`config.mk`:
```
export PLATFORM = sky130hd
export DESIGN_NAME = mac_array_seq_ctrl
export DESIGN_NICKNAME = d
export VERILOG_FILES = /design/src/rtl/mac_pkg.sv /design/src/rtl/seq_cnt.sv /design/src/rtl/mac_array_seq_ctrl.sv
export SDC_FILE = /design/constraint.sdc
export NUM_CORES = 1
export LEC_CHECK = 0
export CORE_MARGIN = 4
export CORE_UTILIZATION = 45
export CTS_CLUSTER_DIAMETER = 50
export DETAILED_ROUTE_END_ITERATION = 7
export PLACE_DENSITY = 0.81
export SLEW_MARGIN = 5
export SYNTH_ARGS = -nofsm -noshare
export SYNTH_HDL_FRONTEND = slang
export SYNTH_HIERARCHICAL = 1
export SYNTH_SLANG_ARGS = --single-unit
```
`constraint.sdc`:
```
create_clock -name clk -period 2.6 [get_ports clk]
set_input_delay 0.26 -clock clk [delete_from_list [all_inputs] [get_ports clk]]
set_output_delay 0.26 -clock clk [all_outputs]
set_load 0.05 [all_outputs]
```
`src/rtl/mac_pkg.sv`:
```
// Shared types and instruction encodings for the MAC array sequencer.
package mac_pkg;

    typedef enum logic [2:0] {
        IDLE   = 3'd0,
        KLOAD  = 3'd1,
        KFLUSH = 3'd2,
        EXEC   = 3'd3,
        DRAIN  = 3'd4,
        DONE   = 3'd5
    } state_t;

    localparam logic [1:0] INST_NOP   = 2'b00;
    localparam logic [1:0] INST_KLOAD = 2'b01;
    localparam logic [1:0] INST_EXEC  = 2'b10;

endpackage

```
`src/rtl/seq_cnt.sv`:
```
// Clear/enable up-counter with an equality compare against a terminal value.
module seq_cnt #(
    parameter int W = 4
) (
    input  logic         clk,
    input  logic         reset,
    input  logic         clr,
    input  logic         en,
    input  logic [W-1:0] tc,
    output logic [W-1:0] cnt,
    output logic         at_tc
);

    logic [W-1:0] cnt_reg;

    always_ff @(posedge clk) begin
        if (reset || clr) begin
            cnt_reg <= '0;
        end else if (en) begin
            cnt_reg <= cnt_reg + W'(1);
        end
    end

    assign cnt   = cnt_reg;
    assign at_tc = (cnt_reg == tc);

endmodule

```
`src/rtl/mac_array_seq_ctrl.sv`:
```
// Tile sequencer: kernel load, kernel flush, activation execute, output drain.
// Issues L0 reads, drives mac_array.inst_w one cycle later and counts output vectors.
module mac_array_seq_ctrl
    import mac_pkg::*;
#(
    parameter int row    = 8,
    parameter int col    = 8,
    parameter int len_bw = 8
) (
    input  logic              clk,
    input  logic              reset,
    input  logic              start,
    input  logic [len_bw-1:0] num_x,
    input  logic              l0_empty,
    output logic              l0_rd,
    input  logic              ofifo_afull,
    input  logic [col-1:0]    array_valid,
    output logic [1:0]        inst_w,
    output logic              busy,
    output logic              done,
    output logic [len_bw-1:0] out_cnt
);

    localparam int KW = $clog2(col + 1);
    localparam int FW = $clog2(row + 1);

    state_t            state_reg, state_next;
    logic [len_bw-1:0] num_x_reg;
    logic [1:0]        inst_w_reg;

    logic issue_k, issue_x, f_en, start_acc, out_en;
    logic k_last, f_last, x_last, out_full;

    logic [KW-1:0]     k_cnt, k_tc;
    logic [FW-1:0]     f_cnt, f_tc;
    logic [len_bw-1:0] x_cnt, x_tc;
    logic              cnt_unused, valid_unused;

    // Terminal values are one below the length so the transition lands on the last issue.
    assign k_tc = KW'(col - 1);
    assign f_tc = FW'(row - 1);
    assign x_tc = num_x_reg - len_bw'(1);

    assign start_acc = (state_reg == IDLE) && start;
    assign busy      = (state_reg != IDLE);
    assign done      = (state_reg == DONE);
    assign out_en    = busy && array_valid[col-1] && !out_full;

    always_ff @(posedge clk) begin
        if (reset) begin
            state_reg  <= IDLE;
            num_x_reg  <= '0;
            inst_w_reg <= INST_NOP;
        end else begin
            state_reg <= state_next;
            if (start_acc) begin
                num_x_reg <= num_x;
            end
            // Follows l0_rd by one cycle so it lines up with L0 read data.
            if (issue_k) begin
                inst_w_reg <= INST_KLOAD;
            end else if (issue_x) begin
                inst_w_reg <= INST_EXEC;
            end else begin
                inst_w_reg <= INST_NOP;
            end
        end
    end

    always_comb begin
        state_next = state_reg;
        issue_k    = 1'b0;
        issue_x    = 1'b0;
        f_en       = 1'b0;
        case (state_reg)
            IDLE: begin
                if (start) state_next = KLOAD;
            end
            KLOAD: begin
                issue_k = !l0_empty;
                if (issue_k && k_last) state_next = KFLUSH;
            end
            KFLUSH: begin
                f_en = 1'b1;
                if (f_last) state_next = (num_x_reg != '0) ? EXEC : DONE;
            end
            EXEC: begin
                issue_x = !l0_empty && !ofifo_afull;
                if (issue_x && x_last) state_next = DRAIN;
            end
            DRAIN: begin
                if (out_full) state_next = DONE;
            end
            DONE: begin
                state_next = IDLE;
            end
            default: begin
                state_next = IDLE;
            end
        endcase
    end

    assign l0_rd  = issue_k || issue_x;
    assign inst_w = inst_w_reg;

    seq_cnt #(.W(KW)) u_k_cnt (
        .clk(clk), .reset(reset), .clr(start_acc), .en(issue_k),
        .tc(k_tc), .cnt(k_cnt), .at_tc(k_last)
    );

    seq_cnt #(.W(FW)) u_f_cnt (
        .clk(clk), .reset(reset), .clr(start_acc), .en(f_en),
        .tc(f_tc), .cnt(f_cnt), .at_tc(f_last)
    );

    seq_cnt #(.W(len_bw)) u_x_cnt (
        .clk(clk), .reset(reset), .clr(start_acc), .en(issue_x),
        .tc(x_tc), .cnt(x_cnt), .at_tc(x_last)
    );

    // Saturates at num_x: the terminal compare also gates further increments.
    seq_cnt #(.W(len_bw)) u_out_cnt (
        .clk(clk), .reset(reset), .clr(start_acc), .en(out_en),
        .tc(num_x_reg), .cnt(out_cnt), .at_tc(out_full)
    );

    assign cnt_unused   = ^{k_cnt, f_cnt, x_cnt};
    assign valid_unused = ^array_valid[col-2:0];

endmodule

```
==> impl_metrics.py <==
metrics = {
    "clock_network": {
        "h-tree-depth": 2,
        "hold_buffers": 0,
        "clkSinkCount": 37,
        "cts_buffers": 5,
        "cts_root_buffer": "clkbuf_8",
        "clk_latency_ns": 0.29,
        "clk_path_buf_depth": 2,
        "cts_tree": "yes",
        "path_clk_slew_ns": 0.08,
    },
    "setup_path": {
        "crit_fanout": 5,
        "r2r_start": "num_x_reg[0]",
        "required_ns": 2.79,
        "startpoint_type": "flip-flop",
        "cpLargestDelayFamily": "simple AND/OR/NAND/NOR gates",
        "critical_path_class": "flip-flop to flip-flop",
        "arrival_ns": 2.60,
        "path_buf_inv": 0,
        "cp_slowest_cell": "dfxtp_1",
        "cp-end-kind": "flip-flop",
        "crit_cells": 9,
        "rr_worst_depth": 9,
        "reg2reg_to": "state_reg[2]",
        "worstPathCellList": "nor3_1 > nor3b_2 > xor2_1 > xnor2_1 > nand4_1 > nor2_1 > a221oi_2 > or3_1 > o41ai_2",
        "critical_path.startpoint": "num_x_reg[0]",
        "crit_end": "state_reg[2]",
        "rrSetupSlack_ns": 0.20,
        "critical_path.max_stage_delay_ns": 0.39,
    },
    "synth": {
        "synth_area_leaders": "dfxtp_1, xnor2_1, xor2_1, nand2_1, a21oi_1",
        "ys_ff_latch": 37,
        "syn_area_sq_mm": 0.002051,
        "yosysTopAreaCell": "dfxtp_1",
        "avgSynthCellArea_sq_um": 8.580,
        "netlist_instances": 239,
        "synth_edf_count": 0,
        "synthArstFlopShare_pct": 0,
        "synth_cell_types": 40,
        "synth_ff_type": "dfxtp_1",
        "synth_top_cell_area_share_pct": 36.12,
        "ys_seq_area_share_pct": 36.12,
        "ys_warn_count": 6,
    },
    "layout": {
        "final_common_cell": "dfxtp_1",
        "layout.cells.non_filler": 326,
        "area_growth_pct": 22.51,
        "utilization_pct": 57.31,
        "final_area_sq_mm": 0.002512,
        "fillCellCount": 370,
        "drive_above_1_share_pct": 10.58,
        "diodes": 0,
        "finalNetCount": 300,
        "final_cell_mix": "dfxtp_1, nand2_1, clkdlybuf4s50_1",
    },
    "timing": {
        "slew_headroom_pct": 56.57,
        "hold_violations": 0,
        "period_share_pct": 92.50,
        "finalSetupViolations": 0,
        "clock_skew_ns": 0.008620,
        "hold_slack_ns": 0.5126,
        "drv_slew": 0,
        "tightest_slew_ns": 0.6494,
        "max_clock_freq_mhz": 415.8,
        "post-route-min-period_ns": 2.405,
    },
    "placement": {
        "portBuffers": 26,
        "dpl.cell_count": 318,
        "dp_hpwl_um": 3068,
        "gp_congestion": 0.8718,
        "place_area_sq_mm": 0.002396,
    },
    "detailed_routing": {
        "firstDrtPassIters": 4,
        "wl_met2_um": 2067,
        "ant_nets": 0,
        "drc": 0,
        "drt_wl_total_um": 4280,
        "wirelength_met1_um": 1938,
        "num_vias": 1763,
        "vias_per_cell": 5.408,
        "routedWlPerCell_um": 13.13,
        "drt-initial-drc-count": 108,
        "wl_met3_um": 135,
        "highest_layer": "met4",
    },
    "run": {
        "cap_violations": 0,
    },
    "grt": {
        "first_global_vias": 1643,
        "grt_usage_pct": 16.71,
        "grt_overflow_total": 0,
        "grt_max_degree": 19,
        "antenna_found_initial": 0,
        "grt_pass1_wl_um": 7224,
    },
    "run_status": {
        "outcome": "completed",
    },
    "floorplanning": {
        "initial_core_util_pct": 46.78,
        "num_io_pins": 34,
        "die_x_um": 75.51,
        "row_count": 24,
        "coreArea_sq_mm": 0.004384,
        "die_h_um": 75.51,
        "dieArea_sq_mm": 0.005701,
    },
    "power_and_ir_drop": {
        "power.density_mw_per_mm2": 582.8,
        "peakVddDrop_uv": 475.6,
        "fin_total_pwr_mw": 1.464,
        "p_leak_nw": 0.9408,
    },
    "min_path": {
        "min_path_type": "flip-flop to flip-flop",
    },
}
==> tightest hold or removal path: cells and delay by family, from the launching register on <==
kind,cells,cell delay (ns)
AO/OA/AOI/OAI,2,0.14
flip-flops,1,0.33
==> kinds of logic (layout without fill, tap and decap cells) <==
| logic type | after synthesis | after routing | share of synthesized area (%) |
|---|---|---|---|
| other | 2 | 8 | 0.3662 |
| buffers and inverters | 17 | 46 | 3.722 |
| adder cells (fa/ha/maj) | 6 | 6 | 3.661 |
| XOR/XNOR | 40 | 40 | 17.08 |
| AND/OR/NAND/NOR | 100 | 100 | 26.36 |
| flip-flops | 37 | 37 | 36.12 |
| multiplexers | 6 | 6 | 3.051 |
| AO/OA/AOI/OAI | 31 | 31 | 9.641 |
==> final cells by class <==
class | instances | area (sq um) | share of cell area (%)
Multi-Input combinational cell | 191 | 1261 | 50.20
Inverter | 7 | 26.28 | 1.046
Tap cell | 52 | 65.06 | 2.590
Timing Repair Buffer | 31 | 307.8 | 12.25
Clock inverter | 2 | 38.79 | 1.544
Sequential cell | 37 | 740.7 | 29.48
Clock buffer | 6 | 72.57 | 2.888
==> cell usage after synthesis, types with 2 or more instances <==
cell type and n:
clkbuf_1 5, mux2i_1 4, nand3_1 6, conb_1 2, dfxtp_1 37, nand4_2 2
buf_2 2, nand4_1 10, clkbuf_2 2, nor2_1 20, a21bo_2 2, nor4_1 4
xor2_1 17, inv_1 6, mux2_1 2, ha_1 6, nand2_1 25, nor3_1 6
a21oi_1 16, nor3b_1 6, xnor2_1 23, or2_2 5, or3_1 7, o21ai_0 7
nand3b_1 2
==> report_power, final <==
part | internal [mW] | leakage (nW) | switching [mW]
Combinational | 0.155 | 0.586 | 0.191
Clock | 0.288 | 0.0554 | 0.207
Sequential | 0.587 | 0.300 | 0.0356
==> metrics by stage <==
stage | worst slack (ns) | setup TNS (ns)
finish | 0.1951 | 0
global route | -0.01398 | -0.01398
CTS | 0.1666 | 0
detailed placement | 0.2129 | 0
global placement | 0.2925 | 0
floorplan | 0.3913 | 0
==> what timing repair did <==
| action | in CTS | in global routing |
|---|---|---|
| buffers inserted | 0 | 0 |
| setup endpoints to repair | 0 | 1 |
| hold endpoints to repair | 0 | 0 |
| gates resized for setup | 0 | 1 |
==> how the worst min path moves through the flow <==
stage | startpoint | endpoint | slack [ns] | cells after the start
3_5_place_dp | u_x_cnt/cnt[7] | u_x_cnt/cnt[7] | 0.51 | 2
3_3_place_gp | u_x_cnt/cnt[7] | u_x_cnt/cnt[7] | 0.49 | 2
5_1_grt | num_x[1] | num_x_reg[1] | 0.51 | 3
6_report | u_x_cnt/cnt[7] | u_x_cnt/cnt[7] | 0.51 | 2
4_1_cts | num_x[5] | num_x_reg[5] | 0.51 | 3
2_1_floorplan | reset | inst_w[0] | 0.34 | 1
==> layer usage <==
metal | up-vias | GRT usage [%]
li1 | 882 | -
met1 | 835 | 20.03
met2 | 34 | 27.52
met3 | 12 | 3.430
met4 | 0 | 9.903
met5 | - | 0
No activity file was read; power rests on OpenSTA's default activity.
